## config.mk

```make
export PLATFORM = sky130hd
export DESIGN_NAME = gate_arbiter
export DESIGN_NICKNAME = d
export VERILOG_FILES = /design/src/rtl/gate_pkg.sv /design/src/rtl/gate_rr_arbiter.sv /design/src/rtl/gate_arbiter.sv
export SDC_FILE = /design/constraint.sdc
export NUM_CORES = 1
export LEC_CHECK = 0
export CORE_UTILIZATION = 35
export DETAILED_ROUTE_END_ITERATION = 8
export PLACE_DENSITY = 0.69
export SLEW_MARGIN = 20
export SYNTH_ARGS = -nofsm -noshare
export SYNTH_HDL_FRONTEND = slang
export SYNTH_SLANG_ARGS = --single-unit
```

## constraint.sdc

```tcl
create_clock -name clk -period 5.9 [get_ports clk]
set_clock_uncertainty 0.2 [all_clocks]
set_input_delay 1.18 -clock clk [delete_from_list [all_inputs] [get_ports clk]]
set_output_delay 1.18 -clock clk [all_outputs]
set_load 0.01 [all_outputs]
```

## src/rtl/gate_pkg.sv

```systemverilog
// Shared types and the round-robin pick function for the gate arbiter.
package gate_pkg;

    typedef enum logic [1:0] {ST_IDLE, ST_ACTIVE, ST_GAP} gate_arb_st_t;

    localparam int STAT_W  = 16;
    localparam int MAX_REQ = 8;

    // Requests above N_REQ are zero-padded, so searching over all MAX_REQ
    // slots wraps exactly like a search over N_REQ slots.
    function automatic logic [MAX_REQ-1:0] rr_pick(input logic [MAX_REQ-1:0] req,
                                                   input logic [2:0]         ptr);
        logic [MAX_REQ-1:0] pick;
        logic [2:0]         idx;
        pick = '0;
        // Farthest candidate first; the nearest one after ptr overwrites last.
        for (int i = MAX_REQ; i >= 1; i--) begin
            idx = ptr + 3'(i);
            if (req[idx]) begin
                pick      = '0;
                pick[idx] = 1'b1;
            end
        end
        return pick;
    endfunction

endpackage

```

## src/rtl/gate_rr_arbiter.sv

```systemverilog
// Combinational round-robin picker: first set request after ptr, with wrap.
module gate_rr_arbiter
    import gate_pkg::*;
#(
    parameter int N_REQ = 4,
    parameter int PW    = 2
) (
    input  logic [N_REQ-1:0] req,
    input  logic [PW-1:0]    ptr,
    output logic [N_REQ-1:0] gnt,
    output logic [PW-1:0]    idx
);

    logic [MAX_REQ-1:0] w_req_ext;
    logic [MAX_REQ-1:0] w_pick;
    logic [2:0]         w_ptr_ext;
    logic               w_unused_pick;

    always_comb begin
        w_req_ext              = '0;
        w_req_ext[N_REQ-1:0]   = req;
        w_ptr_ext              = '0;
        w_ptr_ext[PW-1:0]      = ptr;
    end

    assign w_pick        = rr_pick(w_req_ext, w_ptr_ext);
    assign gnt           = w_pick[N_REQ-1:0];
    assign w_unused_pick = ^w_pick;

    always_comb begin
        idx = '0;
        for (int i = 0; i < N_REQ; i++)
            if (w_pick[i]) idx = PW'(i);
    end

endmodule

```

## src/rtl/gate_arbiter.sv

```systemverilog
// Round-robin arbiter feeding the gated receive datapath with sig/priem/inp.
// Optional GATE_ARB_STATS_EN adds per-requester saturating grant counters.
module gate_arbiter
    import gate_pkg::*;
#(
    parameter int N_REQ      = 4,
    parameter int DW         = 8,
    parameter int WINDOW     = 6,
    parameter int CURSOR_DLY = 3,
    parameter int GAP        = 1
) (
    input  logic                   clk,
    input  logic                   rst_n,
    input  logic [N_REQ-1:0]       req,
    input  logic [N_REQ*DW-1:0]    data_in,
    output logic [N_REQ-1:0]       gnt,
    output logic [N_REQ-1:0]       done,
    output logic                   sig,
    output logic                   priem,
    output logic [DW-1:0]          inp,
    output logic                   right_cursor,
    output logic                   busy
`ifdef GATE_ARB_STATS_EN
    ,
    output logic [N_REQ*STAT_W-1:0] grant_cnt
`endif
);

    localparam int CW = $clog2(WINDOW + 1);
    localparam int PW = (N_REQ > 1) ? $clog2(N_REQ) : 1;

    if (N_REQ < 2 || N_REQ > MAX_REQ) begin : g_bad_nreq
        $error("gate_arbiter: N_REQ must be 2..8");
    end
    if (DW < 1) begin : g_bad_dw
        $error("gate_arbiter: DW must be >= 1");
    end
    if (WINDOW < 2) begin : g_bad_window
        $error("gate_arbiter: WINDOW must be >= 2");
    end
    if (CURSOR_DLY < 1 || CURSOR_DLY > WINDOW - 1) begin : g_bad_cursor
        $error("gate_arbiter: CURSOR_DLY must be 1..WINDOW-1");
    end
    if (GAP < 0 || GAP > 15) begin : g_bad_gap
        $error("gate_arbiter: GAP must be 0..15");
    end

    gate_arb_st_t      r_state;
    logic [CW-1:0]     r_cnt;
    logic [3:0]        r_gap;
    logic [PW-1:0]     r_ptr;
    logic [N_REQ-1:0]  r_gnt;
    logic [N_REQ-1:0]  r_done;
    logic              r_sig;
    logic              r_priem;
    logic              r_rc;
    logic [DW-1:0]     r_inp;

    logic [N_REQ-1:0]  w_rr_gnt;
    logic [PW-1:0]     w_rr_idx;
    logic [DW-1:0]     w_sel;
    logic [CW-1:0]     w_cnt_nxt;

    gate_rr_arbiter #(.N_REQ(N_REQ), .PW(PW)) u_rr (
        .req (req),
        .ptr (r_ptr),
        .gnt (w_rr_gnt),
        .idx (w_rr_idx)
    );

    always_comb begin
        w_sel = '0;
        for (int i = 0; i < N_REQ; i++)
            if (w_rr_gnt[i]) w_sel = data_in[i*DW +: DW];
    end

    assign w_cnt_nxt = r_cnt + 1'b1;

    // Strobes are registered one cycle ahead off w_cnt_nxt so they line up
    // with the cnt value they belong to.
    always_ff @(posedge clk or negedge rst_n) begin
        if (!rst_n) begin
            r_state <= ST_IDLE;
            r_cnt   <= '0;
            r_gap   <= '0;
            r_ptr   <= PW'(N_REQ - 1);
            r_gnt   <= '0;
            r_done  <= '0;
            r_sig   <= 1'b0;
            r_priem <= 1'b0;
            r_rc    <= 1'b0;
            r_inp   <= '0;
        end else begin
            r_priem <= 1'b0;
            r_rc    <= 1'b0;
            r_done  <= '0;
            case (r_state)
                ST_IDLE: begin
                    if (|req) begin
                        r_gnt   <= w_rr_gnt;
                        r_inp   <= w_sel;
                        r_sig   <= 1'b1;
                        r_priem <= 1'b1;
                        r_cnt   <= '0;
                        r_ptr   <= w_rr_idx;
                        r_state <= ST_ACTIVE;
                    end
                end
                ST_ACTIVE: begin
                    if (r_cnt == CW'(WINDOW - 1)) begin
                        r_sig   <= 1'b0;
                        r_gnt   <= '0;
                        r_inp   <= '0;
                        r_cnt   <= '0;
                        r_gap   <= '0;
                        r_state <= (GAP > 0) ? ST_GAP : ST_IDLE;
                    end else begin
                        r_cnt  <= w_cnt_nxt;
                        r_rc   <= (w_cnt_nxt == CW'(CURSOR_DLY));
                        r_done <= (w_cnt_nxt == CW'(WINDOW - 1)) ? r_gnt : '0;
                    end
                end
                ST_GAP: begin
                    if (r_gap == 4'(GAP - 1)) r_state <= ST_IDLE;
                    else                      r_gap   <= r_gap + 1'b1;
                end
                default: r_state <= ST_IDLE;
            endcase
        end
    end

    assign gnt          = r_gnt;
    assign done         = r_done;
    assign sig          = r_sig;
    assign priem        = r_priem;
    assign inp          = r_inp;
    assign right_cursor = r_rc;
    assign busy         = (r_state != ST_IDLE);

`ifdef GATE_ARB_STATS_EN
    for (genvar i = 0; i < N_REQ; i++) begin : g_stat
        logic [STAT_W-1:0] r_stat;
        always_ff @(posedge clk or negedge rst_n) begin
            if (!rst_n)                        r_stat <= '0;
            else if (r_done[i] && r_stat != '1) r_stat <= r_stat + 1'b1;
        end
        assign grant_cnt[i*STAT_W +: STAT_W] = r_stat;
    end
`endif

endmodule

```

* After elaboration in Yosys (flattened, before gate mapping) *
Cells that the tools add are included.

word-level totals
  bits in registers = 30
  input port bits = 38
  output and inout port bits = 20
  logic and storage cells = 135

cells by class
  add/sub/neg operators = 9
  $lt $le $gt $ge = 16
  equal/unequal tests = 9
  muxes and demuxes = 72
  reductions and logical operators = 19

operators with widths
  operator             number
  $mux 4               14
  $mux 8               6
  $lt 3x4->1 const B   7
  $mux 1               23
  $bmux 1 s3           7
  $demux 1 s3          7
  $ge 3x1->1 const B   7
  $pmux 4 s2           2
  $pmux 8 s2           1
  $add 2x3->3 const B  4
  $mux 2               5
  $reduce_and 3->1     3
  $logic_and 1x1->1    8
  $ne 2x2->1 const B   4
  $add 2x2->3 const B  2
  $eq 3x3->1 const B   2
  $mux 3               2
  $pmux 2 s3           1
  $pmux 3 s2           1
  $reduce_bool 2->1    3
  $add 4x1->4 const B  1
  $logic_not 4->1      1
  $lt 2x4->1 const B   1
  $reduce_and 2->1     2
  other kinds (11)     11

* Depth between registers and ports, before layout *
Gate-level depths: netlist (run 1).

  depth in word-level cells = 18
  depth in mapped cells = 13
  gate-level depth less buffers = 9

* Cells and area by module *
A second synthesis (run 1) with hierarchy kept.

unflattened totals
  cells, all modules = 212
  area, all modules = 2085.8 um2

by module, submodules not included
  module           times used  cells an instance  area each (um2)  seq. area each (um2)
  gate_arbiter     1           137                1500.2           753.2
  gate_rr_arbiter  1           75                 585.6            0.0

* Least setup slack after synthesis (run 1) *
Ideal clock, no wire load.

  path type = reg2reg
  start = register r_ptr[0]
  end = register r_inp[7] (netlist: inp[7])
  data arrival time = 3355 ps
  setup slack = 2214 ps
  stages on the path, launching flop included = 13
  path buffers = 3
  cell sequence = dfstp_2 buf_4 clkbuf_1 inv_1 ha_1 mux4_2 a22oi_1 nand2_1 o211a_1 or2_0 buf_2 a221oi_1 o31ai_1

on the way
  word-level cells in the longest chain between the ends = 18
  elaborated cells on any way between the ends = 77
  classes of those cells = add/sub: 7; order compare: 16; mux: 46; reduce/logical: 8

ends and longest elaborated chain
  item                                                               RTL line             RTL
  start, declared                                                    gate_arbiter.sv:51   logic [PW-1:0] r_ptr;
  start signal, assigned                                             gate_arbiter.sv:86   r_ptr <= PW'(N_REQ - 1);
  start signal, assigned                                             gate_arbiter.sv:105  r_ptr <= w_rr_idx;
  $add 2x3->3, or another cell as far along                          gate_pkg.sv:18       idx = ptr + 3'(i);
  $lt 3x4->1 (implied by the code), or another cell as far along     gate_pkg.sv:21       pick[idx] = 1'b1;
  $logic_and 1x1->1 (implied by the code) or $mux 1 (tied branches)  gate_pkg.sv:21
  $mux 1 (implied by the code) or $demux 1 s2 (tied branches)        n/a
  $demux 1 s3 or $mux 4 (tied branches)                              n/a
  $mux 4 (6 in a row)                                                gate_pkg.sv:19       if (req[idx]) begin
  $mux 4 (*)                                                         gate_pkg.sv:19
  $mux 8 (3 in a row)                                                gate_arbiter.sv:74   if (w_rr_gnt[i]) w_sel = data_in[i*DW +: DW];
  $mux 8 (*)                                                         gate_arbiter.sv:74
  $mux 8 (*)                                                         gate_arbiter.sv:99   if (|req) begin
  $pmux 8 s2 (*)                                                     gate_arbiter.sv:97   case (r_state)
  end signal, assigned                                               gate_arbiter.sv:101  r_inp <= w_sel;
  end, declared                                                      gate_arbiter.sv:57   logic [DW-1:0] r_inp;

Mark *: on every way between the ends. The rest lies on a longest branch, timed or not. The select of a mux whose other input is x is not followed.
A chain may end at the register's enable or synchronous reset.

* Worst setup path in the final report (run 1) *
  start = register r_ptr[0]
  end = register r_inp[6] (netlist: inp[6])

Same word-level chain as after synthesis.

==> metrics.yaml, run 1 <==
drt_iter0_markers: 91
synth.cell_area_um2: 2100
cp.arrival_ns: 4.33
htreeDepth: 2
vias: 1928
rsz0062_at_grt: "no"
ys.flop_type: "dfrtp_1"
grt_first_pass_wirelength_um: 8720
synthTopCellsByArea: "dfrtp_1 (33%), ha_1 (6.0%), and2_1 (3.9%)"
dpl.hpwl_um: 3860
cts-hold-fix-buffers: 0
dieArea_um2: 6320
finalCritPeriodShare_pct: 73.6
power_frac_clock_pct: 12.5
ys_seq_elements: 30
synthAdderAreaFrac_pct: 5.95
leakagePower_uw: 0.00119
power.density_nw_per_um2: 546
final_max_slew_viol_count: 0
clock_latency_ns: 0.28
netlist.area_leader.share_pct: 33.3
synth_fp_nets: 273
crit_fanout: 24
start_util_pct: 37.3
hold_viol_final: 0
drc_errors: 0
wirelength_um: 5220
crit_path_end_kind: "flip-flop"
status: "completed"
hold_ws_ns: 0.324
ir_worst_vdd_mv: 0.278
synth_compound_area_share_pct: 26.2
crit_required_ns: 5.88
grt_pass1_vias: 1872
synth-edff-count: 0
multi_input_area_um2: 1250
seq_area_um2: 753
finalSetupViolations: 0
grt_start_max_net_pins: 31
p_int_uw: 834
max_slew_margin_pct: 49.1
ant_nets: 0
yosys.area_share.simple_pct: 19.1
wl_per_cell_um: 15.0
grt_overflow: 0
drv_cap: 0
cts_tree: "yes"
ys_top_cells_by_count: "dfrtp_1 (28), nand2_1 (18), and2_1 (13), nor2_1 (13), inv_1 (11)"
die_w_um: 79.5
synthMuxAreaShare_pct: 7.14
yosysTopAreaCell: "dfrtp_1"
ios: 58
tns_ns: 0
worst_pin_slew_ns: 0.759
async_flop_share_pct: 100
fp-row-count: 27
ys_seq_area_share_pct: 35.8
cts_setup_buffers: 0
gp_congestion: 0.871
synthXorXnorAreaFrac_pct: 0.833
synthCells: 225
synth_most_common_cell: "dfrtp_1"
grt_usage_pct: 17.6
dieHeight_um: 79.5
synth_top_family_by_area: "compound AO/OA/AOI/OAI gates"
cts.repair.resized: 0
yosysWarningCount: 0
fmax_ghz: 0.230
area_growth_pct: 34.5
p_sw_uw: 710
seq_power_share_pct: 22.5
holdCritPathClass: "flip-flop to flip-flop"
ctsRootBufferMaster: "clkbuf_8"
synth.distinct_cells: 48
syn_area_per_cell_um2: 9.34
clkTransAtPathRegs_ns: 0.06
numCtsBuffers: 5
cts_sinks: 30
criticalPathCategory: "flip-flop to flip-flop"
cts_buffer_depth: 2
period_needed_ns: 4.34
final_layout_size_suffix_gt1_share_pct: 8.66
p_sw_share_pct: 46.0
drt-pass1-iter-count: 4
cp-start-kind: "flip-flop"
comb_power_share_pct: 65.0
layout.nets: 324
fillers: 537
port_buffers: 57
antenna_found_initial: 0
avgViaCountPerCell: 5.52
core_area_um2: 5640
n_antenna_cell: 0
[worst max-delay path, cell delays in order, from the launching register on]
cell and delay (ns):
dfstp_2 0.84, inv_1 0.23, ha_1 0.65, mux4_2 0.64
a22o_1 0.33, a21oi_1 0.13, o211a_1 0.21, or2_0 0.54
a221oi_1 0.20, o31ai_1 0.27
[metrics by stage]
stage / std cells / util (%) / worst slack [ns] / area [um^2] / power, uW
after CTS: 349 / 49.9 / 1.51 / 2820 / 1530
after detailed placement: 341 / 48.0 / 1.51 / 2710 / 1330
after global placement: 341 / 48.0 / 1.64 / 2710 / 1320
final: 349 / 50.1 / 1.56 / 2830 / 1540
after floorplan: 225 / - / 2.21 / 2100 / 1070
after global routing: 349 / 50.1 / 1.24 / 2830 / 1660
[layout make-up]
| class | count | area share [%] |
|---|---|---|
| clock buffer | 8 | 3.90 |
| inverter | 11 | 1.46 |
| multi-input combinational | 170 | 44.4 |
| sequential | 30 | 26.6 |
| tap | 72 | 3.19 |
| timing repair buffer | 58 | 20.5 |
[power groups by stage]
stage | clock, uW | sequential, uW | combinational, uW
finish | 193 | 348 | 1000
global route | 204 | 360 | 1100
CTS | 197 | 347 | 989
detailed placement | 0 | 351 | 982
global placement | 0 | 349 | 973
floorplan | 0 | 332 | 741
[state kept, by name, summed over array words and instances, names as in the netlist]
name and flops:
done 4, gnt 4, right_cursor 1, r_state 2, r_gap 4, r_ptr 2, priem 1, r_cnt 3
inp 8, sig 1
[cells by family (layout without fill, tap and decap cells)]
group | count (synthesis) | count (layout)
AOI/OAI and AO/OA | 69 | 69
xor gates and xnor gates | 2 | 2
adders and majority gates | 10 | 10
buffers and inverters | 25 | 77
DFF | 30 | 30
muxes | 12 | 12
and+or+nand+nor | 77 | 77
[layer usage]
layer  vias up  share of wire [%]  global-route usage (%)
li1        943                  -                       -
met1       901                 45                    23.0
met2        75                 47                    27.9
met3         9                6.5                    4.11
met4         0                1.6                    6.36
met5         -                  0                       0
[cell usage in the layout (no fill, tap or decap), types with 4 or more instances in the layout]
| master | instances |
|---|---|
| a21oi_1 | 7 |
| a221oi_1 | 9 |
| a22o_1 | 5 |
| a41oi_1 | 8 |
| and2_1 | 13 |
| clkbuf_8 | 8 |
| clkdlybuf4s50_1 | 57 |
| dfrtp_1 | 28 |
| ha_1 | 10 |
| inv_1 | 11 |
| mux2_2 | 4 |
| mux2i_1 | 6 |
| nand2_1 | 18 |
| nand2b_1 | 9 |
| nor2_1 | 13 |
| nor2b_1 | 9 |
| o21ai_0 | 7 |
| o31ai_1 | 8 |
[worst paths after layout]
path,start,to,slack [ns],depth (start not counted)
max reg2reg,r_ptr[0],inp[6],1.56,9
min reg2reg,gnt[0],gnt[0],0.32,1
max,r_ptr[0],inp[6],1.56,9
min,gnt[0],gnt[0],0.32,1
max in group asynchronous,rst_n,r_ptr[0],4.09,2
min in group asynchronous,rst_n,inp[0],1.09,2
Power figures use the tool's default switching activity.
==> run 2, diff against run 1 <==
Settings changed: PLACE_DENSITY 0.69 to 0.72.
Clock period 5.9 ns to 3.8 ns, I/O delays scaled along.
==> run 2 against run 1 <==
  * Count of clock-buffer cells in the layout down 2
  * Largest power group unchanged
  * Critical path type unchanged
  * Via count up 2.7%
  * Register-to-register slack got worse by 1.3 ns
  * Hold slack worse by 0.013 ns
==> metrics.yaml, run 2 (synthesis results as in run 1) <==
cp-start-kind: "flip-flop"
final_layout_size_suffix_gt1_share_pct: 11.8
core_area_um2: 5640
antenna_found_initial: 0
wirelength_um: 5420
cts_buffer_depth: 2
seq_area_um2: 753
crit_fanout: 8
period_needed_ns: 3.56
numCtsBuffers: 5
drv_cap: 0
drc_errors: 0
fillers: 521
cp.arrival_ns: 3.51
holdCritPathClass: "flip-flop to flip-flop"
dieArea_um2: 6320
crit_path_end_kind: "flip-flop"
leakagePower_uw: 0.00124
ctsRootBufferMaster: "clkbuf_8"
worst_pin_slew_ns: 0.655
comb_power_share_pct: 68.2
drt_iter0_markers: 164
cts_tree: "yes"
finalSetupViolations: 0
fp-row-count: 27
wl_per_cell_um: 15.1
dieHeight_um: 79.5
cts-hold-fix-buffers: 0
multi_input_area_um2: 1240
htreeDepth: 2
final_max_slew_viol_count: 0
port_buffers: 57
grt_pass1_vias: 1871
fmax_ghz: 0.281
cts_setup_buffers: 0
layout.nets: 335
grt_start_max_net_pins: 31
hold_ws_ns: 0.311
largest_register_ffs: 8
clkTransAtPathRegs_ns: 0.06
area_growth_pct: 38.1
gp_congestion: 0.955
die_w_um: 79.5
clock_latency_ns: 0.27
crit_required_ns: 3.75
vias: 1981
ir_worst_vdd_mv: 0.422
start_util_pct: 37.3
final_common_cell: "clkdlybuf4s50_1"
cts_sinks: 30
p_sw_uw: 1120
p_int_uw: 1410
max_slew_margin_pct: 55.7
tns_ns: 0
dpl.hpwl_um: 4060
n_antenna_cell: 0
p_sw_share_pct: 44.3
power_frac_clock_pct: 12.8
grt_first_pass_wirelength_um: 8950
ant_nets: 0
power.density_nw_per_um2: 871
ios: 58
criticalPathCategory: "flip-flop to flip-flop"
status: "completed"
finalCritPeriodShare_pct: 93.8
rsz0062_at_grt: "no"
seq_power_share_pct: 19.0
cts.repair.resized: 0
avgViaCountPerCell: 5.52
final_cell_mix: "clkdlybuf4s50_1 (57), dfrtp_1 (28), nand2_1 (18)"
hold_viol_final: 0
grt_overflow: 0
grt_usage_pct: 18.2
drt-pass1-iter-count: 4
## run 2: changes by cell type in the layout (fill, tap and decap cells not counted)
cell	change
o31ai_2	+1
clkbuf_8	-2
buf_4	+11
bufinv_16	+1
o31ai_4	-1
## run 2: final timing paths
kind	from	end	slack, ns	cells after the start
min reg2reg	gnt[3]	gnt[3]	0.31	2
max	r_ptr[0]	inp[1]	0.24	10
max reg2reg	r_ptr[0]	inp[1]	0.24	10
max in group asynchronous	rst_n	r_ptr[0]	2.41	2
min in group asynchronous	rst_n	inp[0]	0.67	2
min	gnt[3]	gnt[3]	0.31	2
## run 2: layout make-up
type / count / share of cell area, %
Clock buffer: 6 / 2.84
Clock inverter: 1 / 1.03
Inverter: 11 / 1.42
Multi-Input combinational cell: 170 / 42.9
Sequential cell: 30 / 25.9
Tap cell: 72 / 3.10
Timing Repair Buffer: 69 / 22.8
## run 2: metrics by stage
stage / total power, uW / cell area, um^2 / utilization [%] / cells / worst slack (ns)
final: 2530 / 2900 / 51.5 / 359 / 0.235
after global routing: 2730 / 2900 / 51.5 / 359 / 0.106
after CTS: 2530 / 2900 / 51.5 / 359 / 0.281
after detailed placement: 2200 / 2790 / 49.5 / 352 / 0.113
after global placement: 2170 / 2790 / 49.5 / 352 / 0.211
after floorplan: 1670 / 2100 / - / 225 / 0.114
## run 2: power by group through the flow
| stage | Clock, uW | Sequential [uW] | Combinational (uW) |
|---|---|---|---|
| after floorplan | 0 | 515 | 1150 |
| after global placement | 0 | 486 | 1680 |
| after detailed placement | 0 | 486 | 1720 |
| after CTS | 331 | 481 | 1720 |
| after global routing | 345 | 492 | 1890 |
| final | 324 | 480 | 1720 |
## run 2: per-layer routing
layer / GRT usage [%] / vias to the layer above / share of wire, %
met2: 28.3 / 74 / 46
met5: 0 / - / 0
met4: 5.64 / 0 / 1.2
met3: 4.00 / 6 / 5.8
li1: - / 959 / -
met1: 25.0 / 942 / 47
## run 2: critical path: stages, from the launching register on
cell      delay [ns]
dfstp_2         0.53
inv_1           0.11
ha_1            0.41
buf_4           0.19
or2_2           0.28
o22ai_1         0.44
mux2_2          0.39
o21ai_1         0.30
a211oi_4        0.17
a221oi_1        0.30
o31ai_1         0.11
==> run 3, diff against run 2 <==
Settings changed: MAX_ROUTING_LAYER set to met4.
==> run 3 against run 2 <==
  * Cell area shrank 1.2%
  * Global-route usage grew 0.57 points
  * Sequential power is essentially flat
  * First-iteration DRC count grew 13%
  * Flip-flop and latch count is the same
  * Non-clock buffer count is the same
  * Fmax grew 1.1%
  * Count of clock-buffer cells in the layout shrank 1
  * Wire length is essentially flat
  * Die area is the same
  * Final cell count is the same
  * Clock power shrank 27%
==> metrics.yaml, run 3 (synthesis results as in run 1) <==
p_sw_uw: 1110
final_layout_size_suffix_gt1_share_pct: 11.8
cp-start-kind: "flip-flop"
wl_per_cell_um: 15.1
finalCritPeriodShare_pct: 92.8
cts_buffer_depth: 2
grt_usage_pct: 18.8
leakagePower_uw: 0.00123
numCtsBuffers: 5
hold_ws_ns: 0.307
vias: 1995
cts_sinks: 30
cp.arrival_ns: 3.47
dp.cells: 352
core_area_um2: 5640
fp-row-count: 27
drt-pass1-iter-count: 4
status: "completed"
place_area_um2: 2790
crit_required_ns: 3.75
die_w_um: 79.5
cp_slowest_cell: "dfstp_2"
criticalPathCategory: "flip-flop to flip-flop"
cts_setup_buffers: 0
p_int_uw: 1320
crit_path_end_kind: "flip-flop"
tns_ns: 0
ctsRootBufferMaster: "clkbuf_8"
drc_errors: 0
drt-met1-wl_um: 2410
dp_slack_ns: 0.118
wl_met3_um: 387
cts_tree: "yes"
ios: 58
avgViaCountPerCell: 5.56
cp-endpoint: "inp[2]"
clkTransAtPathRegs_ns: 0.06
r2r_start: "r_ptr[0]"
holdCritPathClass: "flip-flop to flip-flop"
area_growth_pct: 36.5
r2r_cells: 10
dr.max_layer_used: "met4"
period_needed_ns: 3.52
instances_no_fill: 359
htreeDepth: 2
path_cells: "inv_1 -> ha_1 -> buf_4 -> or2_2 -> o22ai_1 -> mux2_2 -> o21ai_1 -> a211oi_4 -> a221oi_1 -> o31ai_1"
startpoint: "r_ptr[0]"
seq_power_share_pct: 19.8
ant_nets: 0
rsz0062_at_grt: "no"
fmax_ghz: 0.284
largest_register_ffs: 8
path_delay_family: "compound AO/OA/AOI/OAI gates"
dpl.hpwl_um: 4050
start_util_pct: 37.3
cts-hold-fix-buffers: 0
hold_viol_final: 0
reg2reg_slack_ns: 0.28
max_slew_margin_pct: 52.3
crit_fanout: 8
grt_first_pass_wirelength_um: 9070
wirelength_um: 5420
gp_congestion: 0.964
cts.repair.resized: 0
fin_ws_ns: 0.275
worst-path-buf-inv: 2
grt_pass1_vias: 1847
port_buffers: 57
dieArea_um2: 6320
power.density_nw_per_um2: 848
dr_wl_met2_um: 2560
final_common_cell: "clkdlybuf4s50_1"
comb_power_share_pct: 70.5
grt_overflow: 0
dieHeight_um: 79.5
antenna_found_initial: 0
layout.nets: 335
power_frac_clock_pct: 9.7
drv_cap: 0
n_antenna_cell: 0
worst_pin_slew_ns: 0.706
cp_num_cells: 10
ir_worst_vdd_mv: 0.376
clock_latency_ns: 0.28
cpPeakStageDelay_ns: 0.53
p_sw_share_pct: 45.7
grt_start_max_net_pins: 31
finalSetupViolations: 0
final_max_slew_viol_count: 0
drt_iter0_markers: 185
final_area_um2: 2870
r2r-end: "inp[2]"
final_cell_mix: "clkdlybuf4s50_1 (57), dfrtp_1 (28), nand2_1 (18)"
run 3: cell count changes in the layout (fill, tap and decap cells not counted), sizes merged:
cell,previous run,this run
bufinv,1,0
clkinv,0,2
clkbuf,6,5
run 3: worst min-delay path by stage:
stage	start	to	slack, ns	cells after the start
6_report	gnt[3]	gnt[3]	0.31	2
5_1_grt	gnt[3]	gnt[3]	0.35	2
4_1_cts	gnt[3]	gnt[3]	0.32	2
3_5_place_dp	gnt[3]	gnt[3]	0.30	2
3_3_place_gp	gnt[3]	gnt[3]	0.29	2
2_1_floorplan	rst_n	done[0]	0.26	0
run 3: power by group through the flow:
| stage | logic [uW] | registers (uW) | clock network, uW |
|---|---|---|---|
| detailed placement | 1710 | 487 | 0 |
| CTS | 1720 | 483 | 242 |
| finish | 1720 | 481 | 236 |
| global route | 1880 | 494 | 260 |
| global placement | 1690 | 486 | 0 |
| floorplan | 1150 | 515 | 0 |
run 3: metal layers:
| layer | track usage [%] | vias up |
|---|---|---|
| li1 | - | 958 |
| met1 | 25.0 | 943 |
| met2 | 29.7 | 87 |
| met3 | 2.86 | 7 |
| met4 | 4.91 | 0 |
| met5 | - | - |
run 3: worst reg2reg max path: stages, from the launching register on:
cell	delay, ns
dfstp_2	0.53
inv_1	0.11
ha_1	0.41
buf_4	0.19
or2_2	0.29
o22ai_1	0.44
mux2_2	0.39
o21ai_1	0.28
a211oi_4	0.17
a221oi_1	0.28
o31ai_1	0.11
run 3: through the flow:
stage	total power, uW	utilization [%]
finish	2430	50.9
global route	2640	50.9
CTS	2450	50.9
detailed placement	2200	49.5
global placement	2170	49.5
floorplan	1670	-
run 3: layout make-up:
class,instances,area (um^2)
repair buffers,69,661
multi-input cells,170,1240
inverters,11,41.3
clock inverters,2,10.0
clock buffers,5,68.8
fillers,525,2770
flip-flops and latches,30,753
well taps,72,90.1
